**config.mk**
```make
export PLATFORM = sky130hd
export DESIGN_NAME = pipelined_mult_array_flat
export DESIGN_NICKNAME = d
export VERILOG_FILES = /design/src/rtl/pipe_mult_pkg.sv /design/src/rtl/pipelined_mult_array_if.sv /design/src/rtl/mult_pipe_stage.sv /design/src/rtl/pipelined_mult_array.sv /design/src/flat_wrapper.sv
export SDC_FILE = /design/constraint.sdc
export NUM_CORES = 1
export LEC_CHECK = 0
export ABC_AREA = 1
export BUFFER_PORTS_ARGS = -buffer_cell sky130_fd_sc_hd__buf_2
export CAP_MARGIN = 20
export CORE_AREA = 2 2 160 162
export CTS_BUF_LIST = sky130_fd_sc_hd__clkbuf_8
export DETAILED_ROUTE_END_ITERATION = 7
export DIE_AREA = 0 0 162 164
export GPL_ROUTABILITY_DRIVEN = 1
export PLACE_DENSITY_LB_ADDON = 0.1
export SLEW_MARGIN = 10
export SYNTH_ARGS = -nofsm -noshare
export SYNTH_HDL_FRONTEND = slang
export SYNTH_SLANG_ARGS = --single-unit
```
**constraint.sdc**
```tcl
create_clock -name clk -period 2.5 [get_ports clk]
set_input_delay 0.125 -clock clk [delete_from_list [all_inputs] [get_ports clk]]
set_output_delay 0.125 -clock clk [all_outputs]
set_load 0.01 [all_outputs]
```
**src/rtl/pipe_mult_pkg.sv**
```systemverilog
// Shared constants, width helpers and the per-stage control record for
// pipelined_mult_array. The PIPE_MULT_ACC_EN build also uses the clr bit.
package pipe_mult_pkg;

  localparam int unsigned NUM_STAGES = 4;

  // Width of one operand half used by the quarter-product split.
  function automatic int unsigned HALF(input int unsigned width);
    return width / 2;
  endfunction

  // Width of the full product.
  function automatic int unsigned PROD_W(input int unsigned width);
    return 2 * width;
  endfunction

  // Control fields carried with every in-flight operation. The valid bit lives
  // in each stage slice; tag and payload are packed alongside these fields.
  typedef struct packed {
    logic neg;          // final product must be negated
    logic signed_mode;  // operands were two's complement
    logic clr;          // restart the accumulator on this op
  } stage_ctrl_t;

endpackage

```
**src/rtl/pipelined_mult_array_if.sv**
```systemverilog
// Operand/result handshake bundle for pipelined_mult_array.
// PIPE_MULT_ACC_EN adds acc_clear and out_acc.
interface pipelined_mult_array_if #(
  parameter int unsigned WIDTH     = 8,
  parameter int unsigned TAG_WIDTH = 4
`ifdef PIPE_MULT_ACC_EN
  ,
  parameter int unsigned ACC_GUARD = 4
`endif
);

  logic                   in_valid;
  logic                   in_ready;
  logic                   in_signed;
  logic [WIDTH-1:0]       in_a;
  logic [WIDTH-1:0]       in_b;
  logic [TAG_WIDTH-1:0]   in_tag;
  logic                   out_valid;
  logic                   out_ready;
  logic [2*WIDTH-1:0]     out_product;
  logic [TAG_WIDTH-1:0]   out_tag;
`ifdef PIPE_MULT_ACC_EN
  logic                         acc_clear;
  logic [2*WIDTH+ACC_GUARD-1:0] out_acc;
`endif

  // Producer/consumer side.
  modport master (
    output in_valid, in_signed, in_a, in_b, in_tag, out_ready,
`ifdef PIPE_MULT_ACC_EN
    output acc_clear,
    input  out_acc,
`endif
    input  in_ready, out_valid, out_product, out_tag
  );

  // Multiplier side.
  modport slave (
    input  in_valid, in_signed, in_a, in_b, in_tag, out_ready,
`ifdef PIPE_MULT_ACC_EN
    input  acc_clear,
    output out_acc,
`endif
    output in_ready, out_valid, out_product, out_tag
  );

endinterface

```
**src/rtl/mult_pipe_stage.sv**
```systemverilog
// Generic valid/ready register slice: loads when empty or when the next stage
// loads, so bubbles are filled even while downstream is stalled.
module mult_pipe_stage #(
  parameter int unsigned Width = 8
) (
  input  logic             clk,
  input  logic             rst_n,
  input  logic             valid_i,
  input  logic [Width-1:0] data_i,
  input  logic             next_load_i,
  output logic             load_o,
  output logic             valid_o,
  output logic [Width-1:0] data_o
);

  logic             valid_d, valid_q;
  logic [Width-1:0] data_d, data_q;

  assign load_o  = !valid_q || next_load_i;
  assign valid_o = valid_q;
  assign data_o  = data_q;

  // Next state: take the upstream slot on load; payload only changes on real data.
  always_comb begin
    valid_d = valid_q;
    data_d  = data_q;
    if (load_o) begin
      valid_d = valid_i;
      if (valid_i) data_d = data_i;
    end
  end

  // Slice registers.
  always_ff @(posedge clk or negedge rst_n) begin
    if (!rst_n) begin
      valid_q <= 1'b0;
      data_q  <= '0;
    end else begin
      valid_q <= valid_d;
      data_q  <= data_d;
    end
  end

endmodule

```
**src/rtl/pipelined_mult_array.sv**
```systemverilog
// Four-stage signed/unsigned multiplier built from quarter partial products,
// with valid/ready flow control and a pass-through tag.
// Optional accumulator enabled by PIPE_MULT_ACC_EN.
module pipelined_mult_array
  import pipe_mult_pkg::*;
#(
  parameter int unsigned WIDTH     = 8,
  parameter int unsigned TAG_WIDTH = 4,
  parameter int unsigned ACC_GUARD = 4
) (
  input logic                   clk,
  input logic                   rst_n,
  pipelined_mult_array_if.slave bus
);

  localparam int unsigned H    = HALF(WIDTH);
  localparam int unsigned P    = PROD_W(WIDTH);
  localparam int unsigned CW   = $bits(stage_ctrl_t);
  localparam int unsigned S1W  = CW + TAG_WIDTH + 2 * WIDTH;
  localparam int unsigned S2W  = CW + TAG_WIDTH + 4 * WIDTH;
  localparam int unsigned S34W = CW + TAG_WIDTH + P;

  logic [NUM_STAGES-1:0] st_valid;
  logic [NUM_STAGES-1:0] st_valid_in;
  logic                  s1_load, s2_load, s3_load, s4_load;

  assign st_valid_in = {st_valid[NUM_STAGES-2:0], bus.in_valid};
  assign bus.in_ready = s1_load;

  // ---- S1: operand magnitudes and sign ----
  stage_ctrl_t          s1_ctrl_d, s1_ctrl;
  logic [WIDTH-1:0]     abs_a, abs_b, s1_a, s1_b;
  logic [TAG_WIDTH-1:0] s1_tag;
  logic [S1W-1:0]       s1_q;

  // Magnitudes; -2^(WIDTH-1) maps onto 2^(WIDTH-1), still representable unsigned.
  always_comb begin
    abs_a = bus.in_a;
    abs_b = bus.in_b;
    if (bus.in_signed && bus.in_a[WIDTH-1]) abs_a = -bus.in_a;
    if (bus.in_signed && bus.in_b[WIDTH-1]) abs_b = -bus.in_b;
    s1_ctrl_d.neg         = bus.in_signed & (bus.in_a[WIDTH-1] ^ bus.in_b[WIDTH-1]);
    s1_ctrl_d.signed_mode = bus.in_signed;
`ifdef PIPE_MULT_ACC_EN
    s1_ctrl_d.clr         = bus.acc_clear;
`else
    s1_ctrl_d.clr         = 1'b0;
`endif
  end

  mult_pipe_stage #(.Width(S1W)) u_s1 (
    .clk        (clk),
    .rst_n      (rst_n),
    .valid_i    (st_valid_in[0]),
    .data_i     ({s1_ctrl_d, bus.in_tag, abs_a, abs_b}),
    .next_load_i(s2_load),
    .load_o     (s1_load),
    .valid_o    (st_valid[0]),
    .data_o     (s1_q)
  );
  assign {s1_ctrl, s1_tag, s1_a, s1_b} = s1_q;

  // ---- S2: quarter partial products ----
  stage_ctrl_t          s2_ctrl;
  logic [TAG_WIDTH-1:0] s2_tag;
  logic [WIDTH-1:0]     pp_ll, pp_lh, pp_hl, pp_hh;
  logic [WIDTH-1:0]     s2_ll, s2_lh, s2_hl, s2_hh;
  logic [WIDTH-1:0]     al, ah, bl, bh;
  logic [S2W-1:0]       s2_q;

  // Halves zero-extended to WIDTH so each product keeps all of its bits.
  always_comb begin
    al    = {{H{1'b0}}, s1_a[H-1:0]};
    ah    = {{H{1'b0}}, s1_a[WIDTH-1:H]};
    bl    = {{H{1'b0}}, s1_b[H-1:0]};
    bh    = {{H{1'b0}}, s1_b[WIDTH-1:H]};
    pp_ll = al * bl;
    pp_lh = al * bh;
    pp_hl = ah * bl;
    pp_hh = ah * bh;
  end

  mult_pipe_stage #(.Width(S2W)) u_s2 (
    .clk        (clk),
    .rst_n      (rst_n),
    .valid_i    (st_valid_in[1]),
    .data_i     ({s1_ctrl, s1_tag, pp_hh, pp_hl, pp_lh, pp_ll}),
    .next_load_i(s3_load),
    .load_o     (s2_load),
    .valid_o    (st_valid[1]),
    .data_o     (s2_q)
  );
  assign {s2_ctrl, s2_tag, s2_hh, s2_hl, s2_lh, s2_ll} = s2_q;

  // ---- S3: magnitude summation ----
  stage_ctrl_t          s3_ctrl;
  logic [TAG_WIDTH-1:0] s3_tag;
  logic [WIDTH:0]       mid_sum;
  logic [P:0]           mag_full;
  logic [P-1:0]         s3_mag;
  logic [S34W-1:0]      s3_q;

  // Sum at P+1 bits so the LH+HL carry is never dropped.
  always_comb begin
    mid_sum  = {1'b0, s2_lh} + {1'b0, s2_hl};
    mag_full = {1'b0, s2_hh, {WIDTH{1'b0}}}
             + {{(WIDTH-H){1'b0}}, mid_sum, {H{1'b0}}}
             + {{(WIDTH+1){1'b0}}, s2_ll};
  end

  mult_pipe_stage #(.Width(S34W)) u_s3 (
    .clk        (clk),
    .rst_n      (rst_n),
    .valid_i    (st_valid_in[2]),
    .data_i     ({s2_ctrl, s2_tag, mag_full[P-1:0]}),
    .next_load_i(s4_load),
    .load_o     (s3_load),
    .valid_o    (st_valid[2]),
    .data_o     (s3_q)
  );
  assign {s3_ctrl, s3_tag, s3_mag} = s3_q;

  // ---- S4: sign restore and output register ----
  stage_ctrl_t          s4_ctrl;
  logic [P-1:0]         prod_d, s4_prod;
  logic [TAG_WIDTH-1:0] s4_tag;
  logic [S34W-1:0]      s4_q;

  // Two's-complement negate when exactly one signed operand was negative.
  always_comb begin
    prod_d = s3_ctrl.neg ? -s3_mag : s3_mag;
  end

  mult_pipe_stage #(.Width(S34W)) u_s4 (
    .clk        (clk),
    .rst_n      (rst_n),
    .valid_i    (st_valid_in[3]),
    .data_i     ({s3_ctrl, s3_tag, prod_d}),
    .next_load_i(bus.out_ready),
    .load_o     (s4_load),
    .valid_o    (st_valid[3]),
    .data_o     (s4_q)
  );
  assign {s4_ctrl, s4_tag, s4_prod} = s4_q;

  assign bus.out_valid   = st_valid[3];
  assign bus.out_product = s4_prod;
  assign bus.out_tag     = s4_tag;

  logic unused_bits;
  assign unused_bits = ^{s4_ctrl, mag_full[P]};

`ifdef PIPE_MULT_ACC_EN
  localparam int unsigned AccW = P + ACC_GUARD;
  logic [AccW-1:0] acc_d, acc_q, prod_ext;

  // Accumulate on each output transfer; unsigned results are zero-extended.
  always_comb begin
    prod_ext = {{ACC_GUARD{1'b0}}, s4_prod};
    if (s4_ctrl.signed_mode) prod_ext = {{ACC_GUARD{s4_prod[P-1]}}, s4_prod};
    acc_d = acc_q;
    if (st_valid[3] && bus.out_ready) acc_d = (s4_ctrl.clr ? '0 : acc_q) + prod_ext;
  end

  // Accumulator register.
  always_ff @(posedge clk or negedge rst_n) begin
    if (!rst_n) acc_q <= '0;
    else        acc_q <= acc_d;
  end

  assign bus.out_acc = acc_q;
`else
  logic [ACC_GUARD-1:0] unused_guard;
  assign unused_guard = '0;
`endif

endmodule

```
**src/flat_wrapper.sv**
```systemverilog
// flat-port wrapper written by rule: the top's interface ports become plain ports
module pipelined_mult_array_flat import pipe_mult_pkg::*;
#(
  parameter int unsigned WIDTH     = 8,
  parameter int unsigned TAG_WIDTH = 4,
  parameter int unsigned ACC_GUARD = 4
)
  (clk, rst_n, bus_in_valid, bus_in_signed, bus_in_a, bus_in_b, bus_in_tag, bus_out_ready, bus_in_ready, bus_out_valid, bus_out_product, bus_out_tag);
  pipelined_mult_array_if #(.WIDTH(WIDTH), .TAG_WIDTH(TAG_WIDTH)) bus_i ();
  input logic clk;
  input logic rst_n;
  input wire logic [$bits(bus_i.in_valid)-1:0] bus_in_valid;
  input wire logic [$bits(bus_i.in_signed)-1:0] bus_in_signed;
  input wire logic [$bits(bus_i.in_a)-1:0] bus_in_a;
  input wire logic [$bits(bus_i.in_b)-1:0] bus_in_b;
  input wire logic [$bits(bus_i.in_tag)-1:0] bus_in_tag;
  input wire logic [$bits(bus_i.out_ready)-1:0] bus_out_ready;
  output wire logic [$bits(bus_i.in_ready)-1:0] bus_in_ready;
  output wire logic [$bits(bus_i.out_valid)-1:0] bus_out_valid;
  output wire logic [$bits(bus_i.out_product)-1:0] bus_out_product;
  output wire logic [$bits(bus_i.out_tag)-1:0] bus_out_tag;
  assign bus_i.in_valid = bus_in_valid;
  assign bus_i.in_signed = bus_in_signed;
  assign bus_i.in_a = bus_in_a;
  assign bus_i.in_b = bus_in_b;
  assign bus_i.in_tag = bus_in_tag;
  assign bus_i.out_ready = bus_out_ready;
  assign bus_in_ready = bus_i.in_ready;
  assign bus_out_valid = bus_i.out_valid;
  assign bus_out_product = bus_i.out_product;
  assign bus_out_tag = bus_i.out_tag;
  pipelined_mult_array #(.WIDTH(WIDTH), .TAG_WIDTH(TAG_WIDTH), .ACC_GUARD(ACC_GUARD)) u_core (.clk(clk), .rst_n(rst_n), .bus(bus_i));
endmodule
```
### After elaboration in Yosys (flattened, before gate mapping)

Index checks and enable logic that the tools add are counted.
W data, S select, Z words.

* register bits: 106
* bits in latches: 0
* memory bits (writable): 0
* memory bits (read-only): 0
* input bits: 25
* word-level logic and storage cells: 37
* memories: 0

* add/subtract/negate cells: 6
* multiply operators: 4
* div/mod/pow operators: 0
* order comparisons: 0
* eq/ne operators: 0
* shift operators: 0
* muxes and demuxes: 3
* bitwise operators: 2
* reduce and logical (&&, ||, !) cells: 14

Operators with widths (count)
* $mul A4 B4 Y8: 4
* $add A16 B13 Y16: 1
* $add A16 B8 Y16: 1
* $mux W16: 1
* $mux W8: 2
* $neg A16 Y16: 1
* $neg A8 Y8: 2
* $add A8 B8 Y9: 1
* $reduce_and A2 Y1: 4
* $logic_not A1 Y1: 4
* $logic_or A1 B1 Y1: 4
* $logic_and A1 B1 Y1: 2
* $and A1 B1 Y1: 1
* $xor A1 B1 Y1: 1

### Longest topological paths before layout

* depth in word-level cells: 6
* gate-level depth with buffers: 18
* gate-level depth less buffers: 18

### Cells and area by module

Synthesis repeated with hierarchy kept, for this count alone.

* cell total of the unflattened synthesis: 1087
* area total of the unflattened synthesis: 8072.7 µm²

By module, submodules not included
* pipelined_mult_array: instances 1, cells an instance 605, area an instance 3578.4 µm², sequential area each 0.0 µm²
* mult_pipe_stage (u_core.u_s1 ...): instances 3, cells an instance 103, area an instance 975.9 µm², sequential area each 600.6 µm²
* mult_pipe_stage (u_core.u_s2): instances 1, cells an instance 173, area an instance 1566.5 µm², sequential area each 1001.0 µm²

### Worst setup path after synthesis

Ideal clock, no wire load.

* path kind: register to register
* from: register u_core.u_s1.data_q[9], in the netlist u_core.u_s1.data_o[9]
* to: register u_core.u_s2.data_q[14], in the netlist u_core.u_s2.data_o[14]
* arrival: 2662 ps
* required time: 2417 ps
* setup slack: -245 ps
* stages on the path, launching flop included: 11
* path buffers: 1
* clock period less this slack: 2745 ps
* cells stage by stage: dfrtp_1 clkbuf_1 nand2_1 fa_1 inv_1 fa_1 fa_1 a21oi_1 o21ai_0 xor2_1 o21ai_0

* cells in the longest elaborated chain, start to end: 1

RTL lines
* start: declaration: RTL line mult_pipe_stage.sv:17 `logic [Width-1:0] data_d, data_q;`
* start signal: assignment: RTL line mult_pipe_stage.sv:40 `data_q <= data_d;`
* $mul A4 B4 Y8: RTL line pipelined_mult_array.sv:78 `pp_lh = al * bh;`
* end signal: assignment: RTL line mult_pipe_stage.sv:40
* end: declaration: RTL line mult_pipe_stage.sv:17

Every way passes these cells.
A chain may end at the register's enable or synchronous reset.

### Final worst setup path

* from: register u_core.u_s1.data_q[1], in the netlist u_core.u_s1.data_o[1]
* to: register u_core.u_s2.data_q[7], in the netlist u_core.u_s2.data_o[7]

* cells in the longest elaborated chain, start to end: 1

RTL lines
* $mul A4 B4 Y8: RTL line pipelined_mult_array.sv:77 `pp_ll = al * bl;`

Every way passes these cells.

==> impl_metrics.csv <==
group,metric,value,unit
outcome,status,"finished with violations",
outcome,violations,"negative setup slack",
timing,relSlewSlack,62.19,%
cells_and_area,area_delta_synth_final,28.18,%
die,die_area,26570,µm²
die,core-area,24820,µm²
global_route,grtUsageTotal,14.49,%
min_path,hp-class,"in -> reg",
timing,layout_setup_ws,-0.1514,ns
critical_path,worstPathArrival,2.95,ns
clock_network,root_buffer,"clkbuf_8",
detailed_routing,wire_per_inst,12.71,µm
detailed_routing,viasPerCell,4.293,
cells_and_area,antennaDiodeCount,0,
die,ios,47,
critical_path,path_max_fanout,3,
die,initial_core_util,29.61,%
timing,final_max_slew_viol_count,0,
detailed_routing,firstDrtPassIters,5,
clock_network,insertion_delay,0.40,ns
clock_network,clkTransAtPathRegs,0.12,ns
die,die_h,164,µm
timing,worst_pin_slew,0.5664,ns
global_route,grt_pass1_vias,6259,
logic_synthesis,synth_area_leader_cell,"dfrtp_1",
placed_design,place_congestion,0.7481,
timing,finalHoldViolCount,0,
critical_path,critPathMaxStageDelay,0.58,ns
placed_design,postPlaceCellArea,8382,µm²
global_route,grt_antenna_before_repair,0,
logic_synthesis,syn_avg_cell_area,7.695,µm²
logic_synthesis,synth-seq-area-share,35.08,%
pwr,ir_drop,0.2977,mV
placed_design,portBuffers,46,
detailed_routing,drt_iter0_markers,213,
critical_path,critPathSlowestCell,"fa_2",
cells_and_area,final_core_util,37.95,%
critical_path,crit_type,"reg -> reg",
pwr,pwr_density_cell,964.3,nW/µm²
timing,clock_skew,0.02032,ns
timing,fin_crit_sh,106.1,%
critical_path,end_kind,"flip-flop",
clock_network,cts_made_buffers,9,
placed_design,dp_hpwl,13810,µm
logic_synthesis,ys.warnings.count,0,
critical_path,cp-start-kind,"flip-flop",
clock_network,htree_levels,3,
clock_network,clock-sinks,103,
cells_and_area,drive_above_1_share,27.19,%
global_route,grt_max_degree,49,
timing,fmax,377.2,MHz
timing,timing.hold.ws,0.04338,ns
logic_synthesis,syn_area,7348,µm²
logic_synthesis,netlist_instances,955,
logic_synthesis,ys_ff_latch,103,
logic_synthesis,synthTopCellsByArea,"dfrtp_1, nand2_1, ha_1",
detailed_routing,wl,17990,µm
detailed_routing,drc_errors,0,
cells_and_area,instances_no_fill,1415,
logic_synthesis,synth_cell_types,35,
global_route,grt_pass1_wl,30590,µm
critical_path,worstPathCellList,"buf_6, nand2_2, fa_1, inv_2, fa_2, ha_1, nand3_2, nand2_2, nand2_1, nand2_1, or2_4, nand3_2, nand2_1",
timing,tns,-0.9823,ns
critical_path,r2r_setup_slack,-0.15,ns
critical_path,path_buf_inv,2,
global_route,grt_overflow,0,
critical_path,required,2.79,ns
clock_network,ctsLongestPathBuffers,2,
timing,setup_violations,14,
timing,fin_crit,2.651,ns
timing,rsz0062_at_grt,"true",
cells_and_area,n_fill_cell,2663,
logic_synthesis,syn_nets,1069,
clock_network,tritoncts,"built",
cells_and_area,final_nets,1194,
critical_path,worst_path_most_repeated_cell,"nand2_1",
detailed_routing,vias,6075,
logic_synthesis,synth_top_area_share,35.08,%
die,fp-row-count,58,
detailed_routing,detail-route-antenna-nets,0,
cells_and_area,fin_area,9419,µm²
placed_design,place_inst,1368,
job,max_cap_violations,0,
die,die_w,162,µm
pwr,p_leak,5.057,nW
critical_path,cp_top_family,"adder cells",
-- placed cells by master, fill, tap and decap left out, types with 9 or more instances in the layout --
cell type,n
inv_2,12
a21oi_1,11
o21ai_1,30
buf_6,14
o21ai_0,37
ha_1,52
buf_4,75
a21oi_2,9
nand2_2,24
nand2_1,297
nand3_2,17
o21ai_2,13
clkbuf_8,9
dfrtp_1,93
buf_2,45
fa_2,10
xor2_1,20
ha_4,17
nor2_1,30
dlygate4sd3_1,12
inv_1,137
nand3_1,30
dfrtp_2,10
-- report_power, final --
part	total, mW	switching, mW	internal, mW	leakage [nW]
registers	2.69	0.478	2.21	1.29
clock network	1.13	0.721	0.404	0.101
logic	5.27	2.79	2.47	3.67
-- state kept, by name (all words and copies together), names as in the netlist --
register	cells
u_core.u_s4.valid_o	1
u_core.u_s2.valid_o	1
u_core.u_s1.valid_o	1
u_core.u_s3.valid_o	1
u_core.u_s1.data_o	21
u_core.u_s4.data_o	20
u_core.u_s2.data_o	37
u_core.u_s3.data_o	21
-- through the flow --
stage | power, mW | worst slack, ns
floorplan | 5.611 | -0.02369
global placement | 7.107 | -0.2582
detailed placement | 7.118 | -0.2598
CTS | 8.805 | -0.1391
global route | 10.05 | -0.2792
finish | 9.083 | -0.1514
-- worst register-to-register path, cell delays in order, from the launching register on --
cell and delay [ns]:
dfrtp_2 0.42, buf_6 0.12, nand2_2 0.05, fa_1 0.50
inv_2 0.05, fa_2 0.58, ha_1 0.24, nand3_2 0.07
nand2_2 0.06, nand2_1 0.06, nand2_1 0.07, or2_4 0.23
nand3_2 0.05, nand2_1 0.05
-- routing by layer --
layer	wire, µm	part of all wire [%]	global-route usage, %
met1	8577	48	18.02
met2	8819	49	26.09
met3	410	2.3	2.702
met4	184	1.0	3.218
met5	0	0	0
-- path summary, 6_finish.rpt --
path / start / endpoint / depth (start not counted)
max in group asynchronous: rst_n / u_core.u_s3.data_o[13]$_DFFE_PN0P_ / 3
min in group asynchronous: rst_n / u_core.u_s4.valid_o$_DFFE_PN0P_ / 2
max: u_core.u_s1.data_o[1]$_DFFE_PN0P_ / u_core.u_s2.data_o[7]$_DFFE_PN0P_ / 13
min: bus_in_b[7] / u_core.u_s1.data_o[7]$_DFFE_PN0P_ / 3
max reg2reg: u_core.u_s1.data_o[1]$_DFFE_PN0P_ / u_core.u_s2.data_o[7]$_DFFE_PN0P_ / 13
min reg2reg: u_core.u_s4.data_o[16]$_DFFE_PN0P_ / u_core.u_s4.data_o[16]$_DFFE_PN0P_ / 2
-- area by class of cell --
cell class	count	area [µm²]	share of cell area, %
Multi-Input combinational cell	669	4556	48.37
Sequential cell	103	2590	27.50
Tap cell	330	412.9	4.384
Inverter	150	568.0	6.031
Clock inverter	7	82.58	0.8767
Clock buffer	9	123.9	1.315
Timing Repair Buffer	147	1086	11.53
-- cell families after synthesis --
logic type	after synthesis	synth area share, %
AOI/OAI and AO/OA	117	9.024
adders and majority gates	89	16.99
xor gates and xnor gates	35	4.172
DFF	103	35.08
and+or+nand+nor	428	23.99
buffers and inverters	183	10.74
-- synthesized netlist by cell type, drive strengths merged --
cell type and number:
xnor2 11, o22ai 1, o21bai 3, a211oi 1, a21o 1, or2 7, xor2 24, dfrtp 103
o21ai 81, nand3 48, o31ai 1, a31oi 6, nor2 40, nand2 322, inv 150, nand3b 3
buf 29, o211ai 2, ha 71, clkbuf 4, fa 18, a21oi 21, nand4 8
-- timing repair --
action | in CTS | in global routing
pin swaps | 37 | 45
endpoints found under the setup margin | 21 | 26
resized for setup | 77 | 67
hold buffers | 12 | 0
buffers inserted | 15 | 5
hold endpoints to repair | 48 | 0
Power figures use the tool's default switching activity.
